===== src/rtl/dm_cache_controller.sv =====
// Write-back, write-allocate controller for a direct-mapped, one-word-per-line cache.
// Keeps per-line valid/dirty/tag state and sequences write-back and refill on the memory bus.
module dm_cache_controller #(
    parameter int ADDR_W   = 32,
    parameter int OFFSET_W = 2,
    parameter int IDX_W    = 5,
    parameter int DATA_W   = 32
) (
    input  logic              iCLK,
    input  logic              iRST,
    input  logic              cpu_req,
    input  logic              cpu_we,
    input  logic [ADDR_W-1:0] cpu_addr,
    input  logic [DATA_W-1:0] cpu_wdata,
    output logic [DATA_W-1:0] cpu_rdata,
    output logic              cpu_ready,
    output logic              mem_req,
    output logic              mem_we,
    output logic [ADDR_W-1:0] mem_addr,
    output logic [DATA_W-1:0] mem_wdata,
    input  logic [DATA_W-1:0] mem_rdata,
    input  logic              mem_ready,
    output logic              data_we,
    output logic [IDX_W-1:0]  data_idx,
    output logic [DATA_W-1:0] data_block_in,
    input  logic [DATA_W-1:0] data_block_out,
    output logic [15:0]       hit_cnt,
    output logic [15:0]       miss_cnt
);
    localparam int TAG_W    = ADDR_W - IDX_W - OFFSET_W;
    localparam int IDX_SIZE = 2 ** IDX_W;

    typedef enum logic [1:0] {IDLE, COMPARE, WRITEBACK, ALLOCATE} state_t;
    state_t state_reg, state_next;

    logic [TAG_W-1:0]    tag_reg;
    logic [IDX_W-1:0]    idx_reg;
    logic                we_reg;
    logic [DATA_W-1:0]   wdata_reg;
    logic                refilled_reg;
    logic                cpu_ready_reg;
    logic [DATA_W-1:0]   cpu_rdata_reg;
    logic [15:0]         hit_cnt_reg;
    logic [15:0]         miss_cnt_reg;
    logic [IDX_SIZE-1:0] valid_vec;
    logic [IDX_SIZE-1:0] dirty_vec;
    logic [TAG_W-1:0]    tag_mem [IDX_SIZE];

    logic             accept;
    logic             hit_evt;
    logic             miss_evt;
    logic             line_fill;
    logic             set_dirty;
    logic             hit;
    logic             line_dirty;
    logic [TAG_W-1:0] line_tag;
    logic             unused_offset;

    // Byte-offset bits never take part in lookup.
    assign unused_offset = ^cpu_addr[OFFSET_W-1:0];

    assign line_tag   = tag_mem[idx_reg];
    assign hit        = valid_vec[idx_reg] && (line_tag == tag_reg);
    assign line_dirty = valid_vec[idx_reg] && dirty_vec[idx_reg];

    assign cpu_ready = cpu_ready_reg;
    assign cpu_rdata = cpu_rdata_reg;
    assign hit_cnt   = hit_cnt_reg;
    assign miss_cnt  = miss_cnt_reg;

    always_ff @(posedge iCLK) begin
        if (iRST) begin
            state_reg <= IDLE;
        end else begin
            state_reg <= state_next;
        end
    end

    always_comb begin
        state_next    = state_reg;
        accept        = 1'b0;
        hit_evt       = 1'b0;
        miss_evt      = 1'b0;
        line_fill     = 1'b0;
        set_dirty     = 1'b0;
        data_we       = 1'b0;
        data_idx      = idx_reg;
        data_block_in = '0;
        mem_req       = 1'b0;
        mem_we        = 1'b0;
        mem_addr      = '0;
        mem_wdata     = '0;
        case (state_reg)
            IDLE: begin
                data_idx = cpu_addr[IDX_W+OFFSET_W-1:OFFSET_W];
                if (cpu_req) begin
                    accept     = 1'b1;
                    state_next = COMPARE;
                end
            end
            COMPARE: begin
                if (hit) begin
                    hit_evt    = 1'b1;
                    state_next = IDLE;
                    if (we_reg) begin
                        data_we       = 1'b1;
                        data_block_in = wdata_reg;
                        set_dirty     = 1'b1;
                    end
                end else begin
                    miss_evt   = 1'b1;
                    state_next = line_dirty ? WRITEBACK : ALLOCATE;
                end
            end
            WRITEBACK: begin
                mem_req   = 1'b1;
                mem_we    = 1'b1;
                mem_addr  = {line_tag, idx_reg, {OFFSET_W{1'b0}}};
                mem_wdata = data_block_out;
                if (mem_ready) begin
                    state_next = ALLOCATE;
                end
            end
            ALLOCATE: begin
                mem_req  = 1'b1;
                mem_addr = {tag_reg, idx_reg, {OFFSET_W{1'b0}}};
                if (mem_ready) begin
                    data_we       = 1'b1;
                    data_block_in = mem_rdata;
                    line_fill     = 1'b1;
                    state_next    = COMPARE;
                end
            end
            default: state_next = IDLE;
        endcase
    end

    always_ff @(posedge iCLK) begin
        if (iRST) begin
            tag_reg       <= '0;
            idx_reg       <= '0;
            we_reg        <= 1'b0;
            wdata_reg     <= '0;
            refilled_reg  <= 1'b0;
            cpu_ready_reg <= 1'b0;
            cpu_rdata_reg <= '0;
            hit_cnt_reg   <= '0;
            miss_cnt_reg  <= '0;
        end else begin
            cpu_ready_reg <= hit_evt;
            if (accept) begin
                tag_reg   <= cpu_addr[ADDR_W-1:IDX_W+OFFSET_W];
                idx_reg   <= cpu_addr[IDX_W+OFFSET_W-1:OFFSET_W];
                we_reg    <= cpu_we;
                wdata_reg <= cpu_wdata;
            end
            if (hit_evt && !we_reg) begin
                cpu_rdata_reg <= data_block_out;
            end
            // The retry after a refill is the same access, so it is not counted twice.
            if (line_fill) begin
                refilled_reg <= 1'b1;
            end else if (hit_evt) begin
                refilled_reg <= 1'b0;
            end
            if (hit_evt && !refilled_reg && hit_cnt_reg != 16'hFFFF) begin
                hit_cnt_reg <= hit_cnt_reg + 16'd1;
            end
            if (miss_evt && !refilled_reg && miss_cnt_reg != 16'hFFFF) begin
                miss_cnt_reg <= miss_cnt_reg + 16'd1;
            end
        end
    end

    always_ff @(posedge iCLK) begin
        if (line_fill) begin
            tag_mem[idx_reg] <= tag_reg;
        end
    end

    for (genvar gi = 0; gi < IDX_SIZE; gi++) begin : g_line
        logic valid_reg;
        logic dirty_reg;
        always_ff @(posedge iCLK) begin
            if (iRST) begin
                valid_reg <= 1'b0;
                dirty_reg <= 1'b0;
            end else if (idx_reg == IDX_W'(gi)) begin
                if (line_fill) begin
                    valid_reg <= 1'b1;
                    dirty_reg <= 1'b0;
                end else if (set_dirty) begin
                    dirty_reg <= 1'b1;
                end
            end
        end
        assign valid_vec[gi] = valid_reg;
        assign dirty_vec[gi] = dirty_reg;
    end
endmodule

===== config.mk =====
export PLATFORM = sky130hd
export DESIGN_NAME = dm_cache_controller
export DESIGN_NICKNAME = d
export VERILOG_FILES = /design/src/rtl/dm_cache_controller.sv
export SDC_FILE = /design/constraint.sdc
export NUM_CORES = 1
export LEC_CHECK = 0
export BUFFER_PORTS_ARGS = -buffer_cell sky130_fd_sc_hd__buf_4
export CAP_MARGIN = 20
export CORE_MARGIN = 4
export CORE_UTILIZATION = 50
export CTS_CLUSTER_DIAMETER = 60
export DETAILED_ROUTE_END_ITERATION = 8
export PLACE_DENSITY = 0.68
export SYNTH_ARGS = -nofsm -noshare
export SYNTH_HDL_FRONTEND = slang
export SYNTH_SLANG_ARGS = --single-unit

===== constraint.sdc =====
create_clock -name iCLK -period 5.5 [get_ports iCLK]
set_clock_uncertainty 0.1 [all_clocks]
set_input_delay 0.55 -clock iCLK [delete_from_list [all_inputs] [get_ports iCLK]]
set_output_delay 0.55 -clock iCLK [all_outputs]
set_load 0.03 [all_outputs]

# Word level (Yosys, flattened, before mapping)
# Memories as Yosys holds them, arrays and structs flattened. A register that Yosys moved wholly into a read port is not among the register bits.
# Cells that the tools add are included.
[word_totals] regBits=195 mem_bits_rw=800 output_inout_bits=169 wordCells=236 memories=1
[classes] n_addsub=2 order_cmp=1 eq_ne=40 muxes=39 reduce_logical=79
[memory_table] memory="tag_mem" words=32 width=25 rd=1 rd_clocked_by_memory_dff=1 wr=1 line_no="47" rtl="logic [TAG_W-1:0] tag_mem [IDX_SIZE];"
[ops] operator="two-way mux 32 bit" n=4
[ops] operator="case mux 32 bit (2 select lines)" n=2
[ops] operator="AND reduction 2 bit" n=64
[ops] operator="== test 5 bit, second input constant" n=16
[ops] operator="== test 5 x 4 -> 1 bit, second input constant" n=8
[ops] operator="adder 16 x 1 -> 16 bit, second input constant" n=2
[ops] operator="inequality test 16 bit, second input constant" n=2
[ops] operator="== test 25 bit" n=1
[ops] operator="two-way mux 1 bit" n=22
[ops] operator="== test 5 x 3 -> 1 bit, second input constant" n=4
[ops] operator="two-way mux 5 bit" n=3
[ops] operator="binary-select mux 1 bit (select 5 bit)" n=2
[ops] operator="== test 5 x 2 -> 1 bit, second input constant" n=2
[ops] operator="two-way mux 2 bit" n=4
[ops] operator="case mux 2 bit (4 select lines)" n=1
[ops] operator="logical AND 1 bit" n=7
[ops] operator="< comparator 5 x 6 -> 1 bit, second input constant" n=1
[ops] operator="inequality test 2 bit, second input constant" n=3
[ops] operator="== test 5 x 1 -> 1 bit, second input constant" n=1
[ops] operator="logical NOT 5 bit" n=1
[ops] operator="== test 2 bit, second input constant" n=2
[ops] operator="nonzero test 2 bit" n=2
[ops] operator="AND reduction 3 bit" n=1
[ops] operator="== test 2 x 1 -> 1 bit, second input constant" n=1
[ops] operator="4 further kinds" n=5

# Longest topological paths before layout
[depth] ltp_word=7 ltp_mapped=19

# Least setup slack after synthesis
# No wires, ideal clock.
[synth_timing] kind="register to output" startpoint="register (tool-made name)" endpoint="output port data_block_in[0]" arrival_ns=3.961 required_ns=4.850 setup_slack_ns=0.889 stages_incl_launch_ff=19 path_buffers=9 cell_sequence="dfxtp_1 buf_4 buf_6 buf_4 buf_4 buf_4 buf_2 buf_2 mux2i_1 nand2_1 nand3_1 nand4_1 xnor2_1 nand4b_1 nor4_1 and3_1 buf_2 buf_2 a22o_1"
[synth_lines] item="to (decl)" line_no="25" rtl="output logic [DATA_W-1:0] data_block_in,"

==> flow_metrics.tcl <==
set metrics [dict create \
    crit_family "buffers and inverters" \
    cts-root-buf "clkbuf_16" \
    crit_path_cell_trace "buf_8 > buf_4 > mux4_2 > mux2_2 > a22oi_2 > buf_4 > o211ai_1 > buf_4 > xor2_1 > nor4b_2 > buf_4 > nand4_1 > nor4_2 > buf_4 > and3_2 > buf_12 > buf_12 > a22o_1 > buf_4" \
    dp_hpwl_mm 72.3 \
    worstSetupEndpointType "output pin" \
    cts_tree "built" \
    port_buffers 297 \
    rows 103 \
    final-hold-violation-count 0 \
    dieArea_um2 85400 \
    overflow 0 \
    routedWlPerCell_um 28.2 \
    pin_count 302 \
    final_cell_mix "800 x edfxtp_1, 443 x buf_4, 303 x mux2i_1, 196 x dfxtp_1, 194 x nand2_1" \
    p_int_w 0.0135 \
    cts_buffers 99 \
    synth_async_sr_flop_share_pct 0 \
    dp_slack_ps 478 \
    worstSetupPathType "flip-flop to output pin" \
    leakagePower_nw 16.8 \
    dr_wl_met2_mm 55.7 \
    finalMaxSlewViolations 0 \
    synth_area_um2 40400 \
    crit_fanout 18 \
    fin_util_pct 61.2 \
    postSynthAreaPerCell_um2 15.1 \
    synth_edf_count 800 \
    layout_commonest_cell "edfxtp_1" \
    synth_top_area_cell "edfxtp_1" \
    place_congestion 0.921 \
    seq_power_share_pct 46.3 \
    ys.flop_type "edfxtp_1" \
    worstPathArrival_ps 4730 \
    grt_usage_pct 26.8 \
    power-per-cell-area_nw_per_um2 381 \
    synthCells 2669 \
    coreArea_um2 79500 \
    num_vias 26100 \
    antenna_found_initial 1 \
    drive_above_1_share_pct 26.3 \
    fin_crit_sh_pct 97.9 \
    max-clock-path-buffers 3 \
    cts_hold_buf 0 \
    synth.distinct_cells 67 \
    power_frac_comb_pct 17.5 \
    fin_total_pwr_w 0.0185 \
    synth_top_family_by_area "multiplexers" \
    vias_per_cell 6.20 \
    slew_headroom_pct 25.6 \
    synth_seq_cells 1000 \
    clkPwrFrac_pct 36.2 \
    max_cap_viol_count 0 \
    dieHeight_um 292 \
    top_layer "met4" \
    path_buf_inv 9 \
    synth-simple-area-share_pct 7.58 \
    wirelength_mm 119 \
    setup_slack_ps 116 \
    ys_seq_area_share_pct 69.3 \
    htree_levels 3 \
    fmax_mhz 186 \
    met1_length_mm 46.8 \
    fin_nets 3214 \
    min_period_ps 5380 \
    tightest_slew_ps 1110 \
    critical_path_required_ps 4850 \
    synth_top_area_share_pct 59.4 \
    hold_slack_ps 27.2 \
    grt_max_degree 138 \
    synth_xor_area_share_pct 0.520 \
    drc 0 \
    ant_nets 0 \
    crit_top_cell "buf_4" \
    slowest_delay_ps 500 \
    netSwitchingFraction_pct 27.4 \
    grt_pass1_wl_mm 170 \
    wl_met3_mm 12.9 \
    yosysWarnings 0 \
    clock_sinks 1000 \
    area_delta_synth_final_pct 20.5 \
    status "complete, no violations" \
    dr.pass1.iters 6 \
    setup_viol 0 \
    synth_area_leaders "edfxtp_1 59%, dfxtp_1 9.9%, mux2i_1 7.6%" \
    die_w_um 292 \
    regMostFlops "tag_mem" \
    nFillCells 5806 \
    insertion_delay_ps 660 \
    peakVddDrop_mv 0.305 \
    min_from "cpu_wdata[17]" \
    grt_pass1_vias 25600 \
    dr.first_iter.drc_count 3436 \
    synth_compound_area_share_pct 6.46 \
    synthAdderAreaFrac_pct 0.186 \
    initial_core_util_pct 50.8 \
    cp_slowest_cell "dfxtp_4" \
    reg2reg_slack_ps 750 \
    synth.mux.area_fraction_pct 13.8 \
    largest_reg_flops 800 \
    cp-start-kind "flip-flop" \
    clk_pin_slew_ps 70 \
    p_switching_w 0.00509 \
    hold_class "input pin to flip-flop" \
]
[power by group through the flow]
stage          clock network [W]  logic (W)  registers, W
2_1_floorplan                  0    0.00172       0.00881
3_3_place_gp                   0    0.00286       0.00879
3_5_place_dp                   0    0.00292       0.00881
4_1_cts                  0.00676    0.00300       0.00863
5_1_grt                  0.00709    0.00341       0.00859
6_report                 0.00670    0.00325       0.00859
[worst paths after layout]
check                            to  cells past startpoint
setup / recovery  data_block_in[16]                     19
hold / removal        wdata_reg[17]                      3
setup reg to reg        hit_cnt[12]                     15
hold reg to reg       wdata_reg[27]                      2
[repair_timing]
item	4_1_cts	5_1_grt
pin swaps	1	8
endpoints found under the setup margin	33	33
gates cloned	1	4
buffers inserted	12	14
gates resized for setup	16	28
[logic make-up (layout without fill, tap and decap cells)]
group	Yosys count	after routing
fa+ha+maj	6	6
compound gates	371	371
xor+xnor	24	24
flops	1000	1000
simple gates	646	646
mux	430	430
other cells	1	3
buf+inv	191	683
[cells in the mapped netlist, types with 10 or more instances]
library cell,count
a22oi_1,103
nor3_1,16
mux2_2,23
dfxtp_1,200
a22o_1,86
and2_1,42
xnor2_1,12
nand2_1,195
a221oi_1,12
nand4_1,15
nor2_1,204
mux2i_1,306
a21oi_1,111
o31ai_1,10
xor2_1,12
nor4_1,26
clkbuf_1,108
buf_2,43
nor2b_1,33
inv_1,13
nand3_1,48
edfxtp_1,800
and3_1,17
buf_4,13
nor4b_1,17
o21ai_0,15
mux4_2,100
[area by class of cell]
type	count	area (um2)	share of cell area [%]
sequential	1000	28000	57.6
inverter	15	60.1	0.123
antenna	1	2.50	0.00514
multi-input combinational	1479	11900	24.5
timing repair buffer	480	4110	8.44
clock buffer	121	2590	5.32
clock inverter	67	632	1.30
tap	1050	1310	2.70
[worst reg2reg max path, cell delays in order, from the launching register on]
cell and delay (ps):
dfxtp_4 440, buf_12 140, buf_16 200, mux4_2 550, mux4_2 520, mux2i_4 190
xor2_1 170, buf_4 170, o2111ai_1 120, nand4b_1 300, buf_4 210, buf_4 120
buf_4 150, or4_4 580, or3_1 400, mux2_1 310
[per-layer routing]
metal / track usage [%] / vias up
met3: 5.38 / 221
met5: 0 / -
met2: 42.4 / 1574
met4: 8.56 / 0
li1: - / 11100
met1: 37.9 / 13200
[through the flow]
step / std cells / setup TNS [ps] / cell area, um2
global route: 4212 / -32.4 / 48700
CTS: 4187 / 0 / 48200
global placement: 3985 / 0 / 44700
floorplan: 2670 / 0 / 40400
finish: 4213 / 0 / 48700
detailed placement: 3986 / 0 / 44700
(Power assumes the default switching activity.)
